==> config.mk <==
export PLATFORM = sky130hd
export DESIGN_NAME = spi_master
export DESIGN_NICKNAME = d
export VERILOG_FILES = /design/src/rtl/spi_pkg.sv /design/src/rtl/spi_master.sv
export SDC_FILE = /design/constraint.sdc
export NUM_CORES = 1
export LEC_CHECK = 0
export ABC_AREA = 1
export BUFFER_PORTS_ARGS = -buffer_cell sky130_fd_sc_hd__buf_2
export CORE_ASPECT_RATIO = 0.6
export CORE_UTILIZATION = 40
export CTS_CLUSTER_DIAMETER = 120
export DETAILED_ROUTE_END_ITERATION = 12
export HOLD_SLACK_MARGIN = 0.03
export PLACE_DENSITY = 0.71
export SLEW_MARGIN = 20
export SYNTH_ARGS = -nofsm -noshare
export SYNTH_HDL_FRONTEND = slang
export SYNTH_SLANG_ARGS = --single-unit
==> constraint.sdc <==
create_clock -name clk -period 1.65 [get_ports clk]
set_clock_uncertainty 0.15 [all_clocks]
set_input_delay 0.0825 -clock clk [delete_from_list [all_inputs] [get_ports clk]]
set_output_delay 0.0825 -clock clk [all_outputs]
set_load 0.005 [all_outputs]
==> src/rtl/spi_pkg.sv <==
// Shared constants for the SPI master: command types, frame geometry and
// the FSM state encoding.
package spi_pkg;

    localparam logic [1:0] CMD_WR_ADDR = 2'b00;
    localparam logic [1:0] CMD_WR_DATA = 2'b01;
    localparam logic [1:0] CMD_RD_ADDR = 2'b10;
    localparam logic [1:0] CMD_RD_DATA = 2'b11;

    localparam int unsigned WORD_W       = 10;
    localparam int unsigned DATA_W       = 8;
    localparam int unsigned WR_FRAME_LEN = 13;

    localparam logic [1:0] ST_IDLE  = 2'd0;
    localparam logic [1:0] ST_FRAME = 2'd1;
    localparam logic [1:0] ST_RECV  = 2'd2;
    localparam logic [1:0] ST_GAP   = 2'd3;

endpackage

==> src/rtl/spi_master.sv <==
// Single-clock SPI master: one SS_n-framed 10-bit MOSI word per command and an
// 8-bit MISO capture for read-data commands.
module spi_master
    import spi_pkg::*;
#(
    parameter int unsigned GAP             = 2,
    parameter int unsigned RD_SAMPLE_START = 16
) (
    input  logic       clk,
    input  logic       rst,
    input  logic       cmd_valid,
    output logic       cmd_ready,
    input  logic [1:0] cmd_type,
    input  logic [7:0] cmd_data,
    output logic       rd_valid,
    output logic [7:0] rd_data,
    output logic       cmd_err,
    output logic       busy,
    output logic       SS_n,
    output logic       MOSI,
    input  logic       MISO
);

    localparam int unsigned GAP_W = (GAP > 1) ? $clog2(GAP) : 1;
    localparam logic [GAP_W-1:0] GAP_LAST = GAP_W'(GAP - 1);

    localparam logic [4:0] LAST_WR      = 5'(WR_FRAME_LEN - 1);
    localparam logic [4:0] SAMPLE_FIRST = 5'(RD_SAMPLE_START);
    localparam logic [4:0] SAMPLE_LAST  = 5'(RD_SAMPLE_START + DATA_W - 1);

    logic [1:0]        state;
    logic [4:0]        cnt;
    logic [GAP_W-1:0]  gap_cnt;
    logic [1:0]        kind;
    logic [WORD_W-1:0] tx_sh;
    logic [DATA_W-2:0] rx_sh;
    logic              addr_pending;

    assign cmd_ready = (state == ST_IDLE) && !rst;

    // Outputs are registered, so each edge computes the values for frame
    // cycle cnt+1 from the current cnt.
    always_ff @(posedge clk) begin
        if (rst) begin
            state        <= ST_IDLE;
            cnt          <= '0;
            gap_cnt      <= '0;
            kind         <= '0;
            tx_sh        <= '0;
            rx_sh        <= '0;
            addr_pending <= 1'b0;
            SS_n         <= 1'b1;
            MOSI         <= 1'b0;
            rd_valid     <= 1'b0;
            rd_data      <= '0;
            cmd_err      <= 1'b0;
            busy         <= 1'b0;
        end else begin
            rd_valid <= 1'b0;
            cmd_err  <= 1'b0;
            case (state)
                ST_IDLE: begin
                    if (cmd_valid && cmd_ready) begin
                        state <= ST_FRAME;
                        cnt   <= '0;
                        kind  <= cmd_type;
                        tx_sh <= {cmd_type, cmd_data};
                        SS_n  <= 1'b0;
                        MOSI  <= cmd_type[1];
                        busy  <= 1'b1;
                    end
                end

                ST_FRAME: begin
                    cnt <= cnt + 5'd1;
                    // F0/F1 repeat word[9]; F2..F11 shift the word out MSB first.
                    if (cnt >= 5'd1 && cnt <= 5'd10) begin
                        MOSI  <= tx_sh[WORD_W-1];
                        tx_sh <= {tx_sh[WORD_W-2:0], 1'b0};
                    end else if (cnt != 5'd0) begin
                        MOSI <= 1'b0;
                    end
                    if (cnt == LAST_WR) begin
                        if (kind == CMD_RD_DATA) begin
                            state <= ST_RECV;
                        end else begin
                            state   <= ST_GAP;
                            gap_cnt <= '0;
                            SS_n    <= 1'b1;
                            if (kind == CMD_RD_ADDR) begin
                                addr_pending <= 1'b1;
                            end
                        end
                    end
                end

                ST_RECV: begin
                    // Sampling window assumes RD_SAMPLE_START lies beyond F12.
                    cnt  <= cnt + 5'd1;
                    MOSI <= 1'b0;
                    if (cnt >= SAMPLE_FIRST) begin
                        rx_sh <= {rx_sh[DATA_W-3:0], MISO};
                    end
                    if (cnt == SAMPLE_LAST) begin
                        state        <= ST_GAP;
                        gap_cnt      <= '0;
                        SS_n         <= 1'b1;
                        addr_pending <= 1'b0;
                        if (addr_pending) begin
                            rd_valid <= 1'b1;
                            rd_data  <= {rx_sh, MISO};
                        end else begin
                            cmd_err <= 1'b1;
                        end
                    end
                end

                ST_GAP: begin
                    if (gap_cnt == GAP_LAST) begin
                        state <= ST_IDLE;
                        busy  <= 1'b0;
                    end else begin
                        gap_cnt <= gap_cnt + GAP_W'(1);
                    end
                end

                default: begin
                    state <= ST_IDLE;
                    busy  <= 1'b0;
                    SS_n  <= 1'b1;
                    MOSI  <= 1'b0;
                end
            endcase
        end
    end

endmodule

==> flow_summary.yaml, run 1 <==
place:
  dpl.hpwl_mm: 3.30
  portBuffers: 27
  gp_congestion: 0.821
  dpl.cell_count: 376
hold_path:
  holdCritPathClass: "in -> reg"
detailed_routing:
  ant_nets: 0
  met1_length_mm: 2.45
  dr_wl_met2_mm: 2.21
  wirelength_mm: 5.10
  met3_length_um: 346
  dr.first_iter.drc_count: 134
  drc: 0
  vias_per_cell: 5.03
  top_layer_used: "met4"
  wl_per_cell_um: 12.7
  num_vias: 2024
  first_pass_iters: 4
cts:
  clk-insertion-delay-late_ps: 300
  cts_htree_levels: 2
  cts_made_buffers: 5
  clockRootBuffer: "clkbuf_8"
  path_clk_slew_ps: 80
  cts_tree: "built"
  clockBufferDepth: 2
  cts_num_sinks: 41
setup_path:
  setup.worst_path.end_class: "flip-flop"
  cp.required_ps: 1720
  cp_slowest_cell: "dfxtp_4"
  path_class: "reg -> reg"
  path_cells: "buf_4 > ha_2 > nor2_2 > nor2_1 > nand2_2 > nand2_4 > nand2_4 > nand2_1 > a21oi_1"
  max_stage_delay_ps: 360
  cp.arrival_ps: 1700
  cp_max_fo: 6
  startpoint_type: "flip-flop"
  cp_common_cell: "nand2_4"
yosys:
  ys_top_cells_by_area: "dfxtp_1, nand2_1, nand3_1, nor2_1, a21oi_1"
  syn_inst: 273
  syn_area_per_cell_um2: 7.30
  ys_types: 28
  yosysTopAreaCellShare_pct: 41.2
  ys_seq_area_share_pct: 41.2
  syn_nets: 296
  yosys.area.top_type: "dfxtp_1"
  ys_ff_latch: 41
  synth_area_mm2: 0.00199
  yosys_warnings: 0
floorplanning:
  rows: 19
  fp.dieH_um: 56.7
  die_area_mm2: 0.00528
  start_util_pct: 42.6
  num_io_pins: 28
  coreArea_mm2: 0.00468
  dieWidth_um: 93.1
grt:
  antenna_found_initial: 0
  grt_pass1_vias: 1730
  grt_pass1_wl_mm: 8.02
  grt_max_degree: 25
  grt-ovfl-total: 0
  grt.total_usage_pct: 19.6
sta:
  fin_crit_sh_pct: 98.5
  drv_slew: 0
  max_freq_mhz: 615
  rsz0062_at_grt: "yes"
  setup_viol: 0
  hold_viol: 0
  tightestPinTransition_ps: 421
  fin_crit_ps: 1630
  maxSlewHeadroom_pct: 71.9
finish:
  nets: 361
  drive_gt1_share_pct: 29.8
  n_fill_cell: 416
  antenna_cells: 0
  fin_util_pct: 58.7
  syn_to_final_growth_pct: 38.0
  fin_cells: 402
status:
  outcome: "finished, final reports clean"
job:
  maxCapViolations: 0
pwr:
  leakagePower_nw: 1.16
  p_per_area_mw_per_mm2: 1300
  peakVddDrop_uv: 936
[placed cells by master, fill, tap and decap left out, types with 4 or more instances in the layout]
cell type	Yosys	layout
a21oi_1	24	21
a21oi_2	1	4
buf_2	4	27
buf_4	0	24
clkbuf_8	0	5
dfxtp_1	41	37
dlygate4sd3_1	0	12
ha_1	9	5
inv_1	18	14
inv_2	1	4
nand2_1	64	63
nand2_2	3	4
nand3_1	29	29
nor2_1	34	33
nor2_4	4	4
o21ai_0	17	16
[critical path: cells and delay by family (launching register included)]
family	cells	cell delay, ps
buffers and inverters	1	140
DFF	1	360
adders and majority gates	1	160
and+or+nand+nor	6	600
AOI/OAI and AO/OA	1	140
[through the flow]
| step | instance area (um2) | total power, mW | hold slack (ps) | setup WS [ps] | setup TNS (ps) |
|---|---|---|---|---|---|
| after detailed placement | 2340 | 2.46 | 231 | -94.5 | -1080 |
| after global routing | 2750 | 3.80 | 72.5 | -38.9 | -167 |
| final | 2750 | 3.58 | 32.1 | 24.6 | 0 |
| after floorplan | 2000 | 2.06 | 94.1 | 4.64 | 0 |
| after CTS | 2590 | 3.33 | 30.1 | -11.3 | -22.5 |
| after global placement | 2340 | 2.43 | 220 | -58.1 | -172 |
[flip-flops by register name, summed over array words and instances (netlist names)]
name          count
gap_cnt           1
busy              1
kind              2
rx_sh             7
state             2
SS_n              1
rd_data           8
addr_pending      1
cnt               5
rd_valid          1
tx_sh            10
cmd_err           1
MOSI              1
[what timing repair did]
item,in CTS,in global routing
gates cloned,0,2
setup endpoints to repair,20,30
pin swaps,1,14
buffers inserted,0,4
hold buffers,12,0
hold endpoints to repair,23,0
resized for setup,5,26
[final cells by class]
cell class / instances / area (um2) / share of cell area (%)
timing repair buffer: 65 / 475 / 17.3
clock inverter: 3 / 46.3 / 1.68
clock buffer: 5 / 68.8 / 2.50
inverter: 21 / 86.3 / 3.14
multi-input combinational: 204 / 1160 / 42.2
sequential: 41 / 833 / 30.3
tap: 63 / 78.8 / 2.87
[Yosys cell counts, drive strengths merged]
cell type and count:
clkbuf 4, buf 5, a211oi 1, o22ai 1, dfxtp 41, o21ai 21
nor3 3, a21oi 25, nor4 1, ha 9, nor2 39, nand2 69
inv 21, nand4 2, nand3 30, o211ai 1
[cell families after synthesis]
group | share of synthesized area (%)
simple gates | 33.3
compound gates | 13.4
flops | 41.2
buf+inv | 6.53
fa+ha+maj | 5.65
[where the power goes]
group          total, mW  internal, mW  switching (mW)
Clock              0.818         0.453           0.366
Sequential          1.27          1.13           0.135
Combinational       1.49         0.635           0.859
Total               3.58          2.22            1.36
[worst paths after layout]
check	cells after the start	from	endpoint	slack (ps)
setup / recovery	9	cnt[1]$_SDFFE_PP0P_	tx_sh[5]$_SDFFE_PP0P_	20
hold / removal	5	cmd_data[6]	tx_sh[6]$_SDFFE_PP0P_	30
setup reg to reg	9	cnt[1]$_SDFFE_PP0P_	tx_sh[5]$_SDFFE_PP0P_	20
hold reg to reg	2	rd_data[0]$_SDFFE_PP0P_	rd_data[0]$_SDFFE_PP0P_	310
[layer usage]
layer	GRT usage, %	vias to the layer above
met1	28.0	915
met3	4.61	10
met5	0	-
met2	28.3	76
met4	7.69	0
li1	-	1023
(Power assumes the default switching activity.)
==> run 2: changes to the inputs <==
--- a/config.mk
+++ b/config.mk
@@ -8,11 +8,12 @@
 export ABC_AREA = 1
 export BUFFER_PORTS_ARGS = -buffer_cell sky130_fd_sc_hd__buf_2
 export CORE_ASPECT_RATIO = 0.6
-export CORE_UTILIZATION = 40
+export CORE_UTILIZATION = 51
 export CTS_CLUSTER_DIAMETER = 120
 export DETAILED_ROUTE_END_ITERATION = 12
 export HOLD_SLACK_MARGIN = 0.03
-export PLACE_DENSITY = 0.71
+export PLACE_DENSITY = 0.85
+export SETUP_SLACK_MARGIN = 0.05
 export SLEW_MARGIN = 20
 export SYNTH_ARGS = -nofsm -noshare
 export SYNTH_HDL_FRONTEND = slang
==> flow_summary.yaml, run 2 (synthesis results as in run 1) <==
status:
  outcome: "complete, but fails checks"
  violations: "setup timing"
finish:
  syn_to_final_growth_pct: 41.2
  drive_gt1_share_pct: 37.1
  antenna_cells: 0
  fin_area_mm2: 0.00282
  regMostFlops: "tx_sh"
  fin_util_pct: 76.1
  nets: 365
  multi_input_area_mm2: 0.00124
  final_common_cell: "nand2_1"
  n_fill_cell: 250
  final_cell_mix: "nand2_1, dfxtp_1, nor2_1"
  largest_register_ffs: 10
  top_regs: "tx_sh: 10 flops, rd_data: 8 flops, rx_sh: 7 flops"
  seq_area_um2: 836
  fin_cells: 389
pwr:
  leakagePower_nw: 1.18
  p_comb_share_pct: 47.0
  p_clk_share_pct: 18.8
  pwr-share-seq_pct: 34.3
  peakVddDrop_uv: 898
  p_per_area_mw_per_mm2: 1350
  intPower_mw: 2.22
  swShare_pct: 41.4
  p_sw_mw: 1.57
cts:
  clk-insertion-delay-late_ps: 310
  cts_htree_levels: 2
  cts_num_sinks: 41
  cts_made_buffers: 5
  cts_tree: "built"
  clockRootBuffer: "clkbuf_8"
  clockBufferDepth: 2
  path_clk_slew_ps: 90
sta:
  setup_ws_ps: -103
  maxSlewHeadroom_pct: 73.3
  drv_slew: 0
  rsz0062_at_grt: "yes"
  max_freq_mhz: 571
  fin_crit_ps: 1750
  fin_crit_sh_pct: 106
  hold_viol: 0
  setup_viol: 2
  finalSetupTns_ps: -115
  tightestPinTransition_ps: 400
setup_path:
  path_class: "reg -> reg"
  r2r_slack_ps: -100
  startpoint_type: "flip-flop"
  cp.required_ps: 1740
  setup.worst_path.end_class: "flip-flop"
  worst_r2r_path_depth: 9
  cp_max_fo: 5
  cp.arrival_ps: 1840
floorplanning:
  start_util_pct: 53.9
  fp.dieH_um: 50.4
  rows: 17
  dieWidth_um: 82.7
  coreArea_mm2: 0.00370
  die_area_mm2: 0.00417
  num_io_pins: 28
detailed_routing:
  vias_per_cell: 5.78
  wl_per_cell_um: 16.7
  wirelength_mm: 6.50
  num_vias: 2250
  first_pass_iters: 5
  dr.first_iter.drc_count: 162
  drc: 0
  ant_nets: 0
hold_path:
  hold-path-cell-count: 4
  holdCritPathClass: "in -> reg"
place:
  dpl_cell_area_mm2: 0.00228
  portBuffers: 27
  gp_congestion: 0.872
  dpl.hpwl_mm: 3.22
  dpl.cell_count: 353
grt:
  grt_max_degree: 25
  grt_pass1_vias: 1806
  grt.total_usage_pct: 26.6
  grt_pass1_wl_mm: 8.22
  grt-ovfl-total: 0
  antenna_found_initial: 0
job:
  maxCapViolations: 0
-- run 2: cell types whose count changed in the layout (fill, tap and decap cells not counted), moves of 4 or more --
cell | previous run | this run
nand3_2 | 0 | 4
nand2_1 | 63 | 57
a21oi_1 | 21 | 17
a21oi_2 | 4 | 8
nand2_2 | 4 | 9
-- run 2: worst paths after layout --
check                                              from                      end
worst max-delay path              state[1]$_SDFFE_PP0P_        MOSI$_SDFFE_PP0P_
worst min-delay path                                rst     kind[1]$_SDFFE_PP0P_
worst min register to register  rd_data[1]$_SDFFE_PP0P_  rd_data[1]$_SDFFE_PP0P_
worst max register to register    state[1]$_SDFFE_PP0P_        MOSI$_SDFFE_PP0P_
-- run 2: layer usage --
metal	routed length (um)	GRT usage, %
met1	2680	35.8
met2	2920	40.6
met3	557	6.55
met4	348	10.3
met5	0	0
-- run 2: stage by stage --
step / total power [mW] / hold WS, ps / worst slack [ps]
after floorplan: 2.11 / 94.6 / 61.6
after global placement: 2.43 / 214 / -13.0
after detailed placement: 2.47 / 224 / -39.1
after CTS: 3.23 / 58.7 / 32.3
after global routing: 3.96 / 38.5 / -177
final: 3.79 / 39.2 / -103
-- run 2: layout make-up --
type	count	area share, %
repair buffers	68	17.7
flip-flops and latches	41	29.7
clock buffers	6	2.93
well taps	47	2.09
inverters	21	3.16
multi-input cells	205	44.2
clock inverters	1	0.267
-- run 2: what timing repair did --
action                                  4_1_cts  5_1_grt
endpoints found under the setup margin       24       28
cloned                                        0        3
pin swaps                                     1       25
endpoints found under the hold margin        12        0
buffers inserted                              3       11
hold buffers                                 12        0
gates resized for setup                       6       45
-- run 2: power groups by stage --
stage | Sequential, mW | Combinational [mW] | Clock [mW]
floorplan | 1.23 | 0.882 | 0
global placement | 1.27 | 1.16 | 0
detailed placement | 1.27 | 1.20 | 0
CTS | 1.25 | 1.30 | 0.680
global route | 1.32 | 1.89 | 0.760
finish | 1.30 | 1.78 | 0.712
-- run 2: critical path: stages (launching register included) --
cell	delay [ps]
dfxtp_2	330
inv_2	120
ha_4	210
nand3_4	160
buf_4	180
o21ai_2	100
nand2_1	130
nand2_1	100
nand2_1	70
nor2_1	130
